### src/rtl/alu_6502_pkg.sv
// Shared types and constants for the 6502 ALU controller: op codes, ALU modes,
// flag positions and the per-op flag-update mask.
package alu_6502_pkg;

  typedef enum logic [3:0] {
    OP_ORA = 4'd0,
    OP_AND = 4'd1,
    OP_EOR = 4'd2,
    OP_ADC = 4'd3,
    OP_SBC = 4'd4,
    OP_CMP = 4'd5,
    OP_INC = 4'd6,
    OP_DEC = 4'd7,
    OP_ASL = 4'd8,
    OP_LSR = 4'd9,
    OP_ROL = 4'd10,
    OP_ROR = 4'd11
  } alu_op_t;

  typedef enum logic [1:0] {ST_IDLE, ST_EXEC, ST_RESP} ctrl_state_t;

  localparam logic [2:0] ALU_ORA = 3'b000;
  localparam logic [2:0] ALU_AND = 3'b001;
  localparam logic [2:0] ALU_EOR = 3'b010;
  localparam logic [2:0] ALU_ADD = 3'b011;
  localparam logic [2:0] ALU_SHL = 3'b100;
  localparam logic [2:0] ALU_SHR = 3'b101;

  localparam int FLAG_N = 3;
  localparam int FLAG_V = 2;
  localparam int FLAG_Z = 1;
  localparam int FLAG_C = 0;

  function automatic logic op_legal(input logic [3:0] op);
    return op <= OP_ROR;
  endfunction

  function automatic logic op_is_shift(input logic [3:0] op);
    return (op >= OP_ASL) && (op <= OP_ROR);
  endfunction

  // {N,V,Z,C} bits each op is allowed to update
  function automatic logic [3:0] op_mask(input logic [3:0] op);
    logic [3:0] m;
    m = 4'b0000;
    case (op)
      OP_ORA, OP_AND, OP_EOR, OP_INC, OP_DEC: m = 4'b1010;
      OP_ADC, OP_SBC:                         m = 4'b1111;
      OP_CMP, OP_ASL, OP_LSR, OP_ROL, OP_ROR: m = 4'b1011;
      default:                                m = 4'b0000;
    endcase
    return m;
  endfunction

endpackage

### src/rtl/alu_6502.sv
// Combinational 6502-style ALU pass. Bit 8 of a is carry-in, bit 8 of r is
// carry-out; shifts move bit 8 through the byte as a 9-bit ring segment.
module alu_6502
  import alu_6502_pkg::*;
(
  input  logic [2:0] mode,
  input  logic [8:0] a,
  input  logic [7:0] b,
  output logic [8:0] r
);

  always_comb begin
    r = 9'h000;
    case (mode)
      ALU_ORA: r = {1'b0, a[7:0] | b};
      ALU_AND: r = {1'b0, a[7:0] & b};
      ALU_EOR: r = {1'b0, a[7:0] ^ b};
      ALU_ADD: r = {1'b0, a[7:0]} + {1'b0, b} + {8'h00, a[8]};
      ALU_SHL: r = {a[7:0], a[8]};
      ALU_SHR: r = {a[0], a[8], a[7:1]};
      default: r = 9'h000;
    endcase
  end

endmodule

### src/rtl/alu_ctrl_6502.sv
// Request/response controller around one alu_6502 instance. Non-shift ops take
// a single ALU pass, shifts take req_cnt+1 passes through a working register.
module alu_ctrl_6502
  import alu_6502_pkg::*;
(
  input  logic       clk,
  input  logic       rst,
  input  logic       req_valid,
  output logic       req_ready,
  input  logic [3:0] req_op,
  input  logic [7:0] req_a,
  input  logic [7:0] req_b,
  input  logic [2:0] req_cnt,
  input  logic       req_carry,
  output logic       rsp_valid,
  input  logic       rsp_ready,
  output logic [7:0] rsp_result,
  output logic [3:0] rsp_flags,
  output logic [3:0] rsp_mask,
  output logic       rsp_write,
  output logic       rsp_err
);

  ctrl_state_t state_q, state_d;

  logic [3:0] op_r;
  logic [7:0] b_r;
  logic [2:0] cnt_r;
  logic [7:0] work_r;
  logic       work_c;
  logic       v_r;
  logic [2:0] step_q;

  logic       accept, last_step, load_rsp, legal;
  logic [2:0] alu_mode;
  logic [8:0] alu_a, alu_r;
  logic [7:0] alu_b;
  logic       c_next, v_next;
  logic [3:0] flags_all, mask;

  assign legal     = op_legal(op_r);
  assign mask      = op_mask(op_r);
  assign accept    = req_valid & req_ready;
  assign last_step = (step_q == (op_is_shift(op_r) ? cnt_r : 3'd0));
  // response registers are filled on the first RESP cycle, giving one
  // registered stage between the last ALU pass and rsp_valid
  assign load_rsp  = (state_q == ST_RESP) & ~rsp_valid;

  always_ff @(posedge clk or posedge rst) begin
    if (rst) state_q <= ST_IDLE;
    else     state_q <= state_d;
  end

  always_comb begin
    state_d   = state_q;
    req_ready = 1'b0;
    case (state_q)
      ST_IDLE: begin
        req_ready = 1'b1;
        if (req_valid) state_d = ST_EXEC;
      end
      ST_EXEC: if (last_step) state_d = ST_RESP;
      ST_RESP: if (rsp_valid & rsp_ready) state_d = ST_IDLE;
      default: state_d = ST_IDLE;
    endcase
  end

  // operand steering; inputs a mode does not consume are left as don't-care
  always_comb begin
    alu_mode = ALU_ORA;
    alu_a    = {1'bx, work_r};
    alu_b    = 8'bx;
    case (op_r)
      OP_ORA: begin alu_mode = ALU_ORA; alu_b = b_r; end
      OP_AND: begin alu_mode = ALU_AND; alu_b = b_r; end
      OP_EOR: begin alu_mode = ALU_EOR; alu_b = b_r; end
      OP_ADC: begin alu_mode = ALU_ADD; alu_a = {work_c, work_r}; alu_b = b_r;   end
      OP_SBC: begin alu_mode = ALU_ADD; alu_a = {work_c, work_r}; alu_b = ~b_r;  end
      OP_CMP: begin alu_mode = ALU_ADD; alu_a = {1'b1, work_r};   alu_b = ~b_r;  end
      OP_INC: begin alu_mode = ALU_ADD; alu_a = {1'b0, work_r};   alu_b = 8'h01; end
      OP_DEC: begin alu_mode = ALU_ADD; alu_a = {1'b0, work_r};   alu_b = 8'hFF; end
      OP_ASL: begin alu_mode = ALU_SHL; alu_a = {1'b0, work_r};   end
      OP_ROL: begin alu_mode = ALU_SHL; alu_a = {work_c, work_r}; end
      OP_LSR: begin alu_mode = ALU_SHR; alu_a = {1'b0, work_r};   end
      OP_ROR: begin alu_mode = ALU_SHR; alu_a = {work_c, work_r}; end
      default: ;
    endcase
  end

  alu_6502 u_alu (
    .mode (alu_mode),
    .a    (alu_a),
    .b    (alu_b),
    .r    (alu_r)
  );

  always_comb begin
    // ASL/LSR hold the carry path at zero on every step
    c_next = ((op_r == OP_ASL) || (op_r == OP_LSR)) ? 1'b0 : alu_r[8];
    v_next = 1'b0;
    if ((op_r == OP_ADC) || (op_r == OP_SBC))
      v_next = (alu_a[7] == alu_b[7]) && (alu_r[7] != alu_a[7]);
    flags_all         = 4'b0000;
    flags_all[FLAG_N] = work_r[7];
    flags_all[FLAG_V] = v_r;
    flags_all[FLAG_Z] = (work_r == 8'h00);
    flags_all[FLAG_C] = work_c;
  end

  always_ff @(posedge clk or posedge rst) begin
    if (rst) begin
      op_r       <= 4'h0;
      b_r        <= 8'h00;
      cnt_r      <= 3'd0;
      work_r     <= 8'h00;
      work_c     <= 1'b0;
      v_r        <= 1'b0;
      step_q     <= 3'd0;
      rsp_valid  <= 1'b0;
      rsp_result <= 8'h00;
      rsp_flags  <= 4'h0;
      rsp_mask   <= 4'h0;
      rsp_write  <= 1'b0;
      rsp_err    <= 1'b0;
    end else begin
      if (accept) begin
        op_r   <= req_op;
        b_r    <= req_b;
        cnt_r  <= req_cnt;
        work_r <= req_a;
        work_c <= req_carry;
        v_r    <= 1'b0;
        step_q <= 3'd0;
      end else if (state_q == ST_EXEC) begin
        step_q <= step_q + 3'd1;
        if (legal) begin
          work_r <= alu_r[7:0];
          work_c <= c_next;
          v_r    <= v_next;
        end
      end

      if (load_rsp) begin
        rsp_valid  <= 1'b1;
        rsp_result <= work_r;
        rsp_flags  <= flags_all & mask;
        rsp_mask   <= mask;
        rsp_write  <= legal && (op_r != OP_CMP);
        rsp_err    <= ~legal;
      end else if (rsp_valid & rsp_ready) begin
        rsp_valid  <= 1'b0;
      end
    end
  end

endmodule

### config.mk
export PLATFORM = sky130hd
export DESIGN_NAME = alu_ctrl_6502
export DESIGN_NICKNAME = d
export VERILOG_FILES = /design/src/rtl/alu_6502_pkg.sv /design/src/rtl/alu_6502.sv /design/src/rtl/alu_ctrl_6502.sv
export SDC_FILE = /design/constraint.sdc
export NUM_CORES = 1
export LEC_CHECK = 0
export ABC_AREA = 1
export BUFFER_PORTS_ARGS = -buffer_cell sky130_fd_sc_hd__buf_2
export CORE_AREA = 2 2 96 98
export CTS_BUF_LIST = sky130_fd_sc_hd__clkbuf_8 sky130_fd_sc_hd__clkbuf_16
export CTS_CLUSTER_DIAMETER = 80
export CTS_CLUSTER_SIZE = 20
export DETAILED_ROUTE_END_ITERATION = 7
export DIE_AREA = 0 0 98 100
export SLEW_MARGIN = 20
export SYNTH_ARGS = -nofsm -noshare
export SYNTH_HDL_FRONTEND = slang
export SYNTH_HIERARCHICAL = 1
export SYNTH_SLANG_ARGS = --single-unit
### constraint.sdc
create_clock -name clk -period 3.05 [get_ports clk]
set_input_delay 0.305 -clock clk [delete_from_list [all_inputs] [get_ports clk]]
set_output_delay 0.305 -clock clk [all_outputs]
set_load 0.02 [all_outputs]
# Word-level counts from Yosys, hierarchy flattened
# Memory sizes are Yosys's and may differ from the RTL's.
# Cells that the tools add are included.
dict set report totals {
  reg_bits 49
  mem_bits_ro 64
  n_memories 1
}
# name depth word_bits rd rd_ports_with_merged_regs write_ports line_no
set mem_list {}
lappend mem_list {{(name not given)} 16 4 1 0 0 alu_6502_pkg.sv:46} ;# case (op)
dict set report classes {
  mux 25
  bitwise 10
  eq_ne 25
  add_sub_neg 3
  magnitude_cmp 2
  n_reduce_logical 21
}
# cell count
set ops {}
lappend ops {{case mux 9 bit (6 select lines)} 1}
lappend ops {{case mux 8 bit (4 select lines)} 1}
lappend ops {{case mux 9 bit (3 select lines)} 1}
lappend ops {{two-way mux 8 bit} 3}
lappend ops {{equality test 4 x 3 -> 1 bit, second input constant} 4}
lappend ops {{equality test 4 bit, second input constant} 4}
lappend ops {{case mux 3 bit (5 select lines)} 1}
lappend ops {{OR reduction 4 bit} 3}
lappend ops {{two-way mux 1 bit} 11}
lappend ops {{adder 8 x 8 -> 9 bit} 1}
lappend ops {{adder 9 x 1 -> 9 bit} 1}
lappend ops {{two-way mux 3 bit} 3}
lappend ops {{bitwise AND 8 bit} 1}
lappend ops {{equality test 4 x 2 -> 1 bit, second input constant} 2}
lappend ops {{logical NOT 8 bit} 1}
lappend ops {{NOT 8 bit} 1}
lappend ops {{OR 8 bit} 1}
lappend ops {{XOR 8 bit} 1}
lappend ops {{equality test 3 x 2 -> 1 bit, second input constant} 2}
lappend ops {{equality test 3 bit, second input constant} 2}
lappend ops {{two-way mux 2 bit} 3}
lappend ops {{case mux 2 bit (3 select lines)} 1}
lappend ops {{nonzero test 2 bit} 3}
lappend ops {{OR reduction 2 bit} 3}
lappend ops {{other kinds (24)} 31}

# Longest topological paths before layout
dict set report depth {
  depth_word 12
  mapped_depth 19
}

# Cells and area by module
# Netlist, hierarchy kept.
# mod area_per_inst_um2 seq_area_each_um2 n_inst cells_per_inst
set by_module_without_submodules {}
lappend by_module_without_submodules {alu_ctrl_6502 2296.0 1201.2 1 272}
lappend by_module_without_submodules {alu_6502 874.6 0.0 1 159}

# Worst setup path after synthesis
# No wires, ideal clock.
dict set report synth_timing {
  kind {reg2reg}
  startpoint {register op_r[3]}
  endpoint {register work_c}
  setup_ns 0.127
  synth_period_minus_slack_ns 2.720
  stages_incl_launch_ff 15
  setup_slack_ns 0.330
  required_ns 2.923
  t_arrival_ns 2.593
  cell_sequence {dfrtp_1 > inv_2 > nand2_1 > nor2_2 > o21ai_0 > fa_1 > fa_1 > nand2_1 > nand3_1 > nand2_1 > nor2_1 > o21ai_0 > nand2_1 > a21oi_1 > o22ai_1}
}
dict set report synth_between {
  elab_chain_len 10
  word_cells_on_any_way 39
}
# element line_no
set synth_lines {}
lappend synth_lines {{start: declaration} alu_ctrl_6502.sv:26} ;# logic [3:0] op_r;
lappend synth_lines {{start signal: assignment} alu_ctrl_6502.sv:127} ;# op_r <= req_op;
lappend synth_lines {{equality test 4 x 2 -> 1 bit (tied with other cells)} alu_ctrl_6502.sv:73} ;# case (op_r)
lappend synth_lines {{OR reduction 4 bit (no line) or OR reduction 2 bit (tied branches)} -}
lappend synth_lines {{case mux 8 bit (4 select lines) (*)} alu_ctrl_6502.sv:73}
lappend synth_lines {{via alu_b[0]} alu_ctrl_6502.sv:37} ;# logic [7:0] alu_b;
lappend synth_lines {{adder 8 x 8 -> 9 bit (*)} alu_6502.sv:18} ;# ALU_ADD: r = {1'b0, a[7:0]} + {1'b0, b} + {8'h00, a[8]};
lappend synth_lines {{adder 9 x 1 -> 9 bit (*)} alu_6502.sv:18}
lappend synth_lines {{case mux 9 bit (6 select lines) (*)} alu_6502.sv:14} ;# case (mode)
lappend synth_lines {{via alu_r[8]} alu_ctrl_6502.sv:36} ;# logic [8:0] alu_a, alu_r;
lappend synth_lines {{two-way mux 1 bit (*)} alu_ctrl_6502.sv:99} ;# c_next = ((op_r == OP_ASL) || (op_r == OP_LSR)) ? 1'b0 : alu_r[8];
lappend synth_lines {{two-way mux 1 bit (*)} alu_ctrl_6502.sv:136} ;# if (legal) begin
lappend synth_lines {{two-way mux 1 bit (*)} alu_ctrl_6502.sv:134} ;# end else if (state_q == ST_EXEC) begin
lappend synth_lines {{two-way mux 1 bit (*)} alu_ctrl_6502.sv:126} ;# if (accept) begin
lappend synth_lines {{end signal: assignment} alu_ctrl_6502.sv:131} ;# work_c <= req_carry;
lappend synth_lines {{end signal: assignment} alu_ctrl_6502.sv:138} ;# work_c <= c_next;
lappend synth_lines {{end: declaration} alu_ctrl_6502.sv:30} ;# logic work_c;
# The timed path passes the listed nets; every way through them passes the cells marked *. The select of a mux whose other input is x is not followed.
# A chain may end at the register's enable or synchronous reset.

# Worst setup path after layout
dict set report layout_timing {
  startpoint {register op_r[2]}
  endpoint {register work_c}
}
# Same word-level chain as after synthesis.

==> summary.md <==
| Metric | Value |
|---|---|
| Vias per std cell | `5.05` |
| Port bufs | `47` |
| Gpl congestion | `0.929` |
| Layout Cells excl Fill | `596` |
| Worst Max-Slew Pin Slew | `834 ps` |
| CP max FO | `8` |
| Slowest cell delay on critical path | `480 ps` |
| Fin crit share | `91.7%` |
| Yosys warns | `6` |
| Maximum VDD drop | `0.000396 V` |
| Die ar. | `0.00980 mm²` |
| Share of the synthesized area in the top cell type | `37.9%` |
| Overall routing resource usage | `17.9%` |
| Clock tree buffer depth | `2` |
| Fin. Hold Viols | `0` |
| F_max | `357 MHz` |
| Setup crit end kind | `register` |
| Post-route ant nets | `0` |
| EDFF count, synth | `0` |
| Pin count of the biggest net entering global routing | `49` |
| Final Skew | `5.63 ps` |
| Placed Instances | `584` |
| DRT iter0 DRCs | `215` |
| Clock latency on the worst-skew pair | `300 ps` |
| Count leader, synth | `nand2_1` |
| Area leader, netlist | `dfrtp_1` |
| Reg2Reg Setup Slack | `250 ps` |
| Clk pin slew, worst setup/hold paths | `90 ps` |
| Setup TNS | `0 ps` |
| Slew margin rel. | `44.3%` |
| HPWL Detailed | `6470 µm` |
| Fin crit period | `2800 ps` |
| Post-synth ARST share | `100%` |
| Hold Path Class | `in2async` |
| # diodes | `0` |
| Max-cap check violation count | `0` |
| Arrival time worst endpoint | `2980 ps` |
| Layout cell share with drive strength beyond 1 | `17.1%` |
| CP max-delay cell | `dfrtp_2` |
| Yosys reg bits | `48` |
| CP startpoint kind | `register` |
| Layout fillers | `940` |
| First-pass GRT wire length | `14100 µm` |
| First-pass detailed-route iteration total | `4` |
| RSZ-0062 raised after global routing | `false` |
| CTS tree | `yes` |
| Die Ht | `100 µm` |
| Initial antenna violation count | `0` |
| Worst setup margin | `252 ps` |
| Row cnt | `35` |
| Synth Flop Type | `dfrtp_1` |
| Top Ports | `48` |
| Detailed-route wire length per cell | `14.6 µm` |
| Post-layout nets | `532` |
| Die X | `98 µm` |
| Post-synthesis sequential area ratio | `37.9%` |
| H-tree Lvls | `2` |
| Layout Area Growth over Synthesis | `14.0%` |
| DRC viols | `0` |
| Mapped Area | `0.00317 mm²` |
| Avg Cell Area, Syn | `7.36 µm²` |
| Starting Density | `35.7%` |
| Critical path class | `reg2reg` |
| Total CTS buffers | `5` |
| Post-Syn Instances | `431` |
| CP startpoint | `op_r[2]` |
| Synth top area cells | `dfrtp_1, nand2_1, inv_1` |
| CP required | `3230 ps` |
| Core area | `0.00889 mm²` |
| Max-slew violation count | `0` |
| RR Startpoint | `op_r[2]` |
| Via count | `3009` |
| Clk root buf | `clkbuf_8` |
| Dpl ws | `184 ps` |
| Vias in the first global route | `2795` |
| Leak Pwr | `1.89 nW` |
| Synth cell count leaders | `nand2_1, inv_1, o21ai_0` |
| Drt total wl | `8690 µm` |
| Crit-path cells | `inv_4, nor2_4, buf_4, nand2_1, o21ai_0, fa_2, fa_1, nand2_1, nand3_1, nand2_1, nor2_1, o21ai_0, nand2_1, a21oi_1, o22ai_1` |
| Synthesized Nets | `478` |
| Total congestion overflow | `0` |
| Most used cell, CP | `nand2_1` |
| Final Power | `4.72 mW` |
| Run status | `finished, final reports clean` |
| Endpoints failing setup | `0` |
| Netlist cell types | `35` |
| P per Cell Area | `1310 mW/mm²` |
| Number of sinks on the clock net | `48` |
final cells by class:
cell class	count	area (µm²)	area share [%]
Multi-Input combinational cell	299	1610	44.5
Clock inverter	2	12.5	0.346
Tap cell	111	139	3.84
Inverter	76	289	8.00
Clock buffer	5	68.8	1.90
Sequential cell	48	1200	33.3
Timing Repair Buffer	55	295	8.17
sequential cells by signal, indices dropped and copies added, names as in the netlist, 2 cells and up:
register and count:
cnt_r 3, step_q 3, rsp_result 8, b_r 8
state_q 2, op_r 4, rsp_flags 4, work_r 8
rsp_mask 3
placed cells by master (no fill, tap or decap):
master / netlist / routed
nand3_2: 1 / 1
inv_1: 72 / 71
nor2_4: 4 / 4
or2_2: 2 / 2
o21a_1: 1 / 1
nand2_4: 1 / 1
a22oi_1: 1 / 1
nor2_1: 22 / 21
clkinv_2: 0 / 2
buf_4: 1 / 8
o21ai_0: 52 / 50
clkbuf_8: 1 / 5
dfrtp_2: 0 / 1
dfrtp_1: 48 / 47
nor3_1: 1 / 1
nand4_1: 6 / 6
fa_2: 0 / 1
nor3_2: 1 / 1
buf_2: 1 / 47
xnor2_1: 1 / 1
inv_2: 4 / 3
inv_4: 0 / 1
a21oi_1: 14 / 14
nand3_1: 33 / 33
nand2_1: 108 / 107
fa_1: 2 / 1
o22ai_1: 18 / 18
nor4_1: 2 / 2
o21ai_1: 2 / 4
o211ai_1: 3 / 3
xor2_1: 1 / 1
clkinvlp_4: 0 / 1
nor2_2: 1 / 2
nand2_2: 2 / 3
ha_1: 17 / 17
a22o_1: 1 / 1
nand3b_1: 2 / 2
stage by stage:
step           area, µm²  util [%]  hold WS, ps
3_3_place_gp        3480      39.2          459
2_1_floorplan       3170         -          401
5_1_grt             3610      40.7          192
4_1_cts             3560      40.1          182
3_5_place_dp        3480      39.2          465
6_report            3610      40.7          135
kinds of logic (layout without fill, tap and decap cells):
logic type                 count (synthesis)  count (layout)  share of synthesized area, %
adders and majority gates                 19              19                          7.97
DFF                                       48              48                          37.9
AOI/OAI and AO/OA                         92              92                          15.7
xor gates and xnor gates                   2               2                         0.553
buffers and inverters                     84             138                          11.6
and+or+nand+nor                          186             186                          26.2
per-layer routing:
metal	global-route usage, %	part of all wire [%]	wire length [µm]
met1	25.7	50	4340
met2	29.4	46	3960
met3	2.58	3.9	338
met4	3.10	0.63	55
met5	0	0	0
path summary, 6_finish.rpt:
check	endpoint	depth (start not counted)
min in group clk	cnt_r[1]	3
setup / recovery	work_c	15
setup reg to reg	work_c	15
hold reg to reg	rsp_result[7]	2
max in group asynchronous	op_r[2]	2
hold / removal	rsp_mask[1]	2
power breakdown:
group	internal (mW)	switching (mW)	leakage, nW
sequential	0.928	0.239	0.605
clock	0.156	0.221	0.0400
combinational	1.11	2.07	1.25
critical path: cells and delay by family, from the launching register on:
family	cells	cell delay, ps
buffers and inverters	2	260
DFF	1	480
AOI/OAI and AO/OA	4	570
adders and majority gates	2	830
and+or+nand+nor	7	530
repair_timing:
| item | 4_1_cts | 5_1_grt |
|---|---|---|
| setup buffers | 0 | 5 |
| gates resized for setup | 0 | 7 |
| setup endpoints to repair | 0 | 5 |
| hold buffers | 0 | 0 |
No activity file was read; power rests on OpenSTA's default activity.
